<file path="src/rtl/draw_board.sv">
// Two-stage overlay that draws the 4x4 memory-card grid on the pixel stream and, once per frame,
// reports which card sits under the mouse cursor.
module draw_board #(
  parameter int unsigned X0        = 208,
  parameter int unsigned Y0        = 60,
  parameter int unsigned CARD_W    = 128,
  parameter int unsigned CARD_H    = 144,
  parameter int unsigned GAP       = 24,
  parameter int unsigned BORDER    = 2,
  parameter logic [11:0] BACK_RGB  = 12'h237,
  parameter logic [11:0] FRAME_RGB = 12'hFFF,
  parameter logic [11:0] HOVER_RGB = 12'hFF0
) (
  input  logic        pclk,
  input  logic        rst,
  input  logic [10:0] hcount_in,
  input  logic [10:0] vcount_in,
  input  logic        hsync_in,
  input  logic        vsync_in,
  input  logic        hblnk_in,
  input  logic        vblnk_in,
  input  logic [11:0] rgb_in,
  input  logic [11:0] xpos,
  input  logic [11:0] ypos,
  input  logic [31:0] card_state,
  input  logic [47:0] card_face,
  output logic [10:0] hcount_out,
  output logic [10:0] vcount_out,
  output logic        hsync_out,
  output logic        vsync_out,
  output logic        hblnk_out,
  output logic        vblnk_out,
  output logic [11:0] rgb_out,
  output logic [3:0]  hover_idx,
  output logic        hover_valid
);

  // Returns {hit, index} of the card span containing p along one axis.
  function automatic logic [2:0] locate(input logic [11:0] p, input int unsigned origin,
                                        input int unsigned size);
    logic [2:0]  r;
    logic [11:0] lo;
    r = '0;
    for (int c = 0; c < 4; c++) begin
      lo = 12'(origin + c * (size + GAP));
      if (p >= lo && p <= lo + 12'(size - 1)) r = {1'b1, 2'(c)};
    end
    return r;
  endfunction

  function automatic logic near_edge(input logic [11:0] p, input int unsigned origin,
                                     input int unsigned size);
    logic        e;
    logic [11:0] lo;
    e = 1'b0;
    for (int c = 0; c < 4; c++) begin
      lo = 12'(origin + c * (size + GAP));
      if (p >= lo && p <= lo + 12'(size - 1))
        e = (p < lo + 12'(BORDER)) || (p > lo + 12'(size - 1 - BORDER));
    end
    return e;
  endfunction

  function automatic logic [11:0] face_rgb(input logic [2:0] f);
    logic [11:0] c;
    unique case (f)
      3'd0: c = 12'hF00;
      3'd1: c = 12'h0F0;
      3'd2: c = 12'h00F;
      3'd3: c = 12'hFF0;
      3'd4: c = 12'hF0F;
      3'd5: c = 12'h0FF;
      3'd6: c = 12'hF80;
      3'd7: c = 12'h888;
    endcase
    return c;
  endfunction

  // Stage-1 registers
  logic [10:0] h_q, v_q;
  logic        hs_q, vs_q, hb_q, vb_q;
  logic [11:0] rgb_q;
  logic [2:0]  col_q, row_q;
  logic        frame_q;

  // Hover tracking state
  logic        vb_prev_q, pend_q;
  logic [11:0] mx_q, my_q;

  logic [2:0]  col_d, row_d, hov_col, hov_row;
  logic        frame_d;
  logic [3:0]  cur_idx;
  logic [1:0]  cur_state;
  logic [2:0]  cur_face;
  logic [11:0] pix;

  always_comb begin
    col_d   = locate({1'b0, hcount_in}, X0, CARD_W);
    row_d   = locate({1'b0, vcount_in}, Y0, CARD_H);
    frame_d = near_edge({1'b0, hcount_in}, X0, CARD_W) ||
              near_edge({1'b0, vcount_in}, Y0, CARD_H);
    hov_col = locate(mx_q, X0, CARD_W);
    hov_row = locate(my_q, Y0, CARD_H);
  end

  always_comb begin
    cur_idx   = {row_q[1:0], col_q[1:0]};
    cur_state = card_state[{cur_idx, 1'b0} +: 2];
    cur_face  = card_face[6'(cur_idx) * 6'd3 +: 3];
    pix       = 12'h000;
    if (hb_q || vb_q)                                  pix = 12'h000;
    else if (!(col_q[2] && row_q[2]) || cur_state == 2'b10) pix = rgb_q;
    else if (frame_q)  pix = (hover_valid && hover_idx == cur_idx) ? HOVER_RGB : FRAME_RGB;
    else if (cur_state == 2'b01)                       pix = face_rgb(cur_face);
    else                                               pix = BACK_RGB;
  end

  always_ff @(posedge pclk or posedge rst) begin
    if (rst) begin
      h_q         <= '0;
      v_q         <= '0;
      hs_q        <= 1'b0;
      vs_q        <= 1'b0;
      hb_q        <= 1'b0;
      vb_q        <= 1'b0;
      rgb_q       <= '0;
      col_q       <= '0;
      row_q       <= '0;
      frame_q     <= 1'b0;
      hcount_out  <= '0;
      vcount_out  <= '0;
      hsync_out   <= 1'b0;
      vsync_out   <= 1'b0;
      hblnk_out   <= 1'b0;
      vblnk_out   <= 1'b0;
      rgb_out     <= '0;
      vb_prev_q   <= 1'b0;
      pend_q      <= 1'b0;
      mx_q        <= '0;
      my_q        <= '0;
      hover_idx   <= '0;
      hover_valid <= 1'b0;
    end else begin
      h_q        <= hcount_in;
      v_q        <= vcount_in;
      hs_q       <= hsync_in;
      vs_q       <= vsync_in;
      hb_q       <= hblnk_in;
      vb_q       <= vblnk_in;
      rgb_q      <= rgb_in;
      col_q      <= col_d;
      row_q      <= row_d;
      frame_q    <= frame_d;
      hcount_out <= h_q;
      vcount_out <= v_q;
      hsync_out  <= hs_q;
      vsync_out  <= vs_q;
      hblnk_out  <= hb_q;
      vblnk_out  <= vb_q;
      rgb_out    <= pix;
      // Latch the mouse on vblank entry, resolve the hovered card one cycle later.
      vb_prev_q  <= vblnk_in;
      pend_q     <= vblnk_in && !vb_prev_q;
      if (vblnk_in && !vb_prev_q) begin
        mx_q <= xpos;
        my_q <= ypos;
      end
      if (pend_q) begin
        hover_valid <= hov_col[2] && hov_row[2];
        hover_idx   <= (hov_col[2] && hov_row[2]) ? {hov_row[1:0], hov_col[1:0]} : 4'd0;
      end
    end
  end

endmodule

</file>
<file path="config.mk">
export PLATFORM = sky130hd
export DESIGN_NAME = draw_board
export DESIGN_NICKNAME = d
export VERILOG_FILES = /design/src/rtl/draw_board.sv
export SDC_FILE = /design/constraint.sdc
export NUM_CORES = 1
export LEC_CHECK = 0
export ABC_AREA = 1
export CAP_MARGIN = 20
export CORE_AREA = 2 2 87 152
export CTS_CLUSTER_DIAMETER = 80
export DETAILED_ROUTE_END_ITERATION = 8
export DIE_AREA = 0 0 89 154
export PLACE_DENSITY = 0.91
export RECOVER_POWER = 50
export SLEW_MARGIN = 20
export SYNTH_ARGS = -nofsm -noshare
export SYNTH_HDL_FRONTEND = slang
export SYNTH_SLANG_ARGS = --single-unit
</file>
<file path="constraint.sdc">
create_clock -name pclk -period 4.7 [get_ports pclk]
set_input_delay 1.175 -clock pclk [delete_from_list [all_inputs] [get_ports pclk]]
set_output_delay 1.175 -clock pclk [all_outputs]
set_load 0.05 [all_outputs]
</file>
==> summary.md <==
| Metric | Value |
|---|---|
| Outcome | `completed` |
| Row Count | `54` |
| CTS tree | `done` |
| Startpoint Class | `input pin` |
| Post-Syn Instances | `786` |
| Met1 wire length | `5.75 mm` |
| Worst hold slack | `344 ps` |
| Fin area | `8000 um2` |
| Final setup violation count | `0` |
| Clock latency on the worst-skew pair | `350 ps` |
| Gr usage total | `23.4%` |
| Pin count of the biggest net entering global routing | `99` |
| Remaining global-route overflow | `0` |
| Die H | `154 um` |
| Detailed Place HPWL | `12.6 mm` |
| Io pins | `187` |
| Data required, critical path | `4940 ps` |
| Max-slew violations | `0` |
| Mapped Area | `5770 um2` |
| FF-to-FF End | `rgb_out[1]$_DFF_PP0_` |
| Yosys cell types | `34` |
| Filler-free cell count of the finished design | `1,130` |
| Reg clk slew, reported paths | `70 ps` |
| Pwr dens | `308 nW/um2` |
| Vias | `5,644` |
| WL final | `16.1 mm` |
| Worst setup path category | `input pin to flop` |
| PortBufs | `183` |
| Setup crit end kind | `flop` |
| Seq cells post-synth | `110` |
| F_max | `327 MHz` |
| Syn nets | `934` |
| DR pass1 iterations | `4` |
| Share of layout cells above drive strength 1 | `3.64%` |
| Synth async-reset ratio | `100%` |
| Vias in the first global route | `5,560` |
| Post-synth EDFFs | `0` |
| Area of placed instances | `7720 um2` |
| Via density | `4.99` |
| Root buf cell | `clkbuf_16` |
| First-pass GRT wire length | `25.2 mm` |
| Mapped Avg Cell Area | `7.34 um2` |
| Commonest register cell after synthesis | `dfrtp_1` |
| Hold-critical path depth | `0` |
| Relative slew slack | `41.6%` |
| Inserted Clock Buffers | `9` |
| RSZ-0062 raised after global routing | `no` |
| WL met3 | `1.07 mm` |
| DR WL/cell | `14.2 um` |
| Worst reg2reg setup slack | `1900 ps` |
| Period utilisation layout | `65.0%` |
| Post-Place Cells | `1,114` |
| WP data arrival | `3290 ps` |
| Final antenna-violating net count | `0` |
| Post-route minimum period | `3060 ps` |
| CP max FO | `5` |
| Die area | `13,700 um2` |
| HP Class | `flop to flop` |
| Antenna violations before repair | `2` |
| YS warnings | `0` |
| Multi-input combinational cell area | `2550 um2` |
| Drt initial violations | `329` |
| Peak supply drop | `272 uV` |
| Max-Cap Viols | `0` |
| Clock Path Buffers | `2` |
| Final Hold Fails | `0` |
| Seq/Total Area, Yosys | `47.7%` |
| Htree depth | `3` |
| Fin Setup TNS | `0 ps` |
| DR top layer | `met5` |
| Setup crit end | `frame_q$_DFF_PP0_` |
| Worst r2r src | `col_q[1]$_DFF_PP0_` |
| Worst-Margin Slew | `875 ps` |
| Initial core utilization | `46.4%` |
| Met2 WL post-DR | `8.77 mm` |
| CP Launch Point | `vcount_in[9]` |
| Clock sinks | `110` |
| Synth-to-layout area growth | `38.5%` |
| DRC | `0` |
| Final RePlAce weighted congestion | `0.943` |
| Post-CTS Hold Fix Bufs | `0` |
| Fillers | `1,085` |
| Clock Skew | `10.2 ps` |
| R2R cell count | `13` |
| Resize count post-CTS | `0` |
| Post-CTS setup repair buffer count | `0` |
| Core Box Area | `12,400 um2` |
| Horiz. Die Dim | `89 um` |
| Pleak | `3.77 nW` |
| Post-layout nets | `1,105` |
| Seq. cell area | `2750 um2` |
## Yosys cell counts (4+ instances only)
master | number | area (um2)
clkbuf_1 | 11 | 41.3
o31ai_1 | 5 | 37.5
buf_2 | 10 | 50.1
o211ai_1 | 8 | 60.1
o21ai_0 | 48 | 240
dfrtp_1 | 110 | 2750
a21oi_1 | 20 | 100
nor2_1 | 100 | 375
nand2_1 | 240 | 901
nand4_1 | 14 | 87.6
nor3_1 | 15 | 75.1
o21ai_1 | 11 | 55.1
ha_1 | 4 | 50.1
nand3_1 | 67 | 335
inv_1 | 88 | 330
## worst max-delay path, cell delays in order
cell and delay [ps]:
dlygate4sd3_1 600, nor2_1 330, nand2_1 90, nor3_1 380
nand2_1 110, o21ai_0 170, nand2_1 60, nand2_1 100
inv_1 50, nand2_1 50, nand2_1 40, nor2_1 80
nand2_1 60
## kinds of logic after synthesis
| kind of cell | count (synthesis) | share of synthesized area [%] |
|---|---|---|
| buffers and inverters | 117 | 8.21 |
| AND/OR/NAND/NOR | 450 | 32.9 |
| XOR/XNOR | 1 | 0.152 |
| flip-flops | 110 | 47.7 |
| adder cells (fa/ha/maj) | 4 | 0.867 |
| AO/OA/AOI/OAI | 104 | 10.2 |
## routing by layer
layer | up-vias | global-route usage (%)
met5 | - | 0
met4 | 2 | 9.52
met3 | 35 | 4.88
met2 | 195 | 44.0
met1 | 2561 | 24.2
li1 | 2851 | -
## cell usage in the layout, fill, tap and decap left out, drive strengths merged, types with 4 or more instances in the layout
cell type        n
a21oi           21
nand4           14
o31ai            5
inv             93
o211ai           8
ha               4
nand3           70
nand2          244
clkdlybuf4s50  144
o21ai           60
clkbuf           9
nor3            15
dlygate4sd3     39
dfrtp          110
nor2           103
## area by class of cell
| type | count | area share [%] |
|---|---|---|
| Inverter | 92 | 4.33 |
| Clock inverter | 6 | 0.673 |
| Antenna cell | 1 | 0.0313 |
| Clock buffer | 9 | 2.82 |
| Multi-Input combinational cell | 559 | 31.8 |
| Sequential cell | 110 | 34.4 |
| Timing Repair Buffer | 185 | 23.3 |
| Tap cell | 168 | 2.63 |
## metrics by stage
stage | utilization (%) | power (W) | setup slack, ps
floorplan | - | 0.00151 | 623
global placement | 62.1 | 0.00176 | 1470
detailed placement | 62.1 | 0.00177 | 1430
CTS | 64.3 | 0.00249 | 1790
global route | 64.3 | 0.00260 | 1530
finish | 64.3 | 0.00246 | 1640
## flip-flops by register name, indices dropped and copies added, names as in the netlist, 3 cells and up
signal,count
mx_q,9
my_q,12
rgb_q,12
vcount_out,11
col_q,3
hcount_out,11
h_q,11
rgb_out,12
hover_idx,4
v_q,11
row_q,3
## worst min path at each step
stage	slack (ps)	endpoint	start
final	340	vcount_out[8]$_DFF_PP0_	v_q[8]$_DFF_PP0_
after global placement	330	hcount_out[4]$_DFF_PP0_	h_q[4]$_DFF_PP0_
after CTS	350	vcount_out[8]$_DFF_PP0_	v_q[8]$_DFF_PP0_
after floorplan	330	hcount_out[0]$_DFF_PP0_	h_q[0]$_DFF_PP0_
after detailed placement	330	hcount_out[10]$_DFF_PP0_	h_q[10]$_DFF_PP0_
after global routing	350	vcount_out[8]$_DFF_PP0_	v_q[8]$_DFF_PP0_
## power by group
part | total (W) | internal, W | switching (W) | leakage (nW)
combinational | 0.000677 | 0.000266 | 0.000411 | 2.31
sequential | 0.00107 | 0.00102 | 0.0000531 | 1.33
clock | 0.000716 | 0.000366 | 0.000350 | 0.134
total | 0.00246 | 0.00165 | 0.000814 | 3.77
No activity file was read; power rests on OpenSTA's default activity.
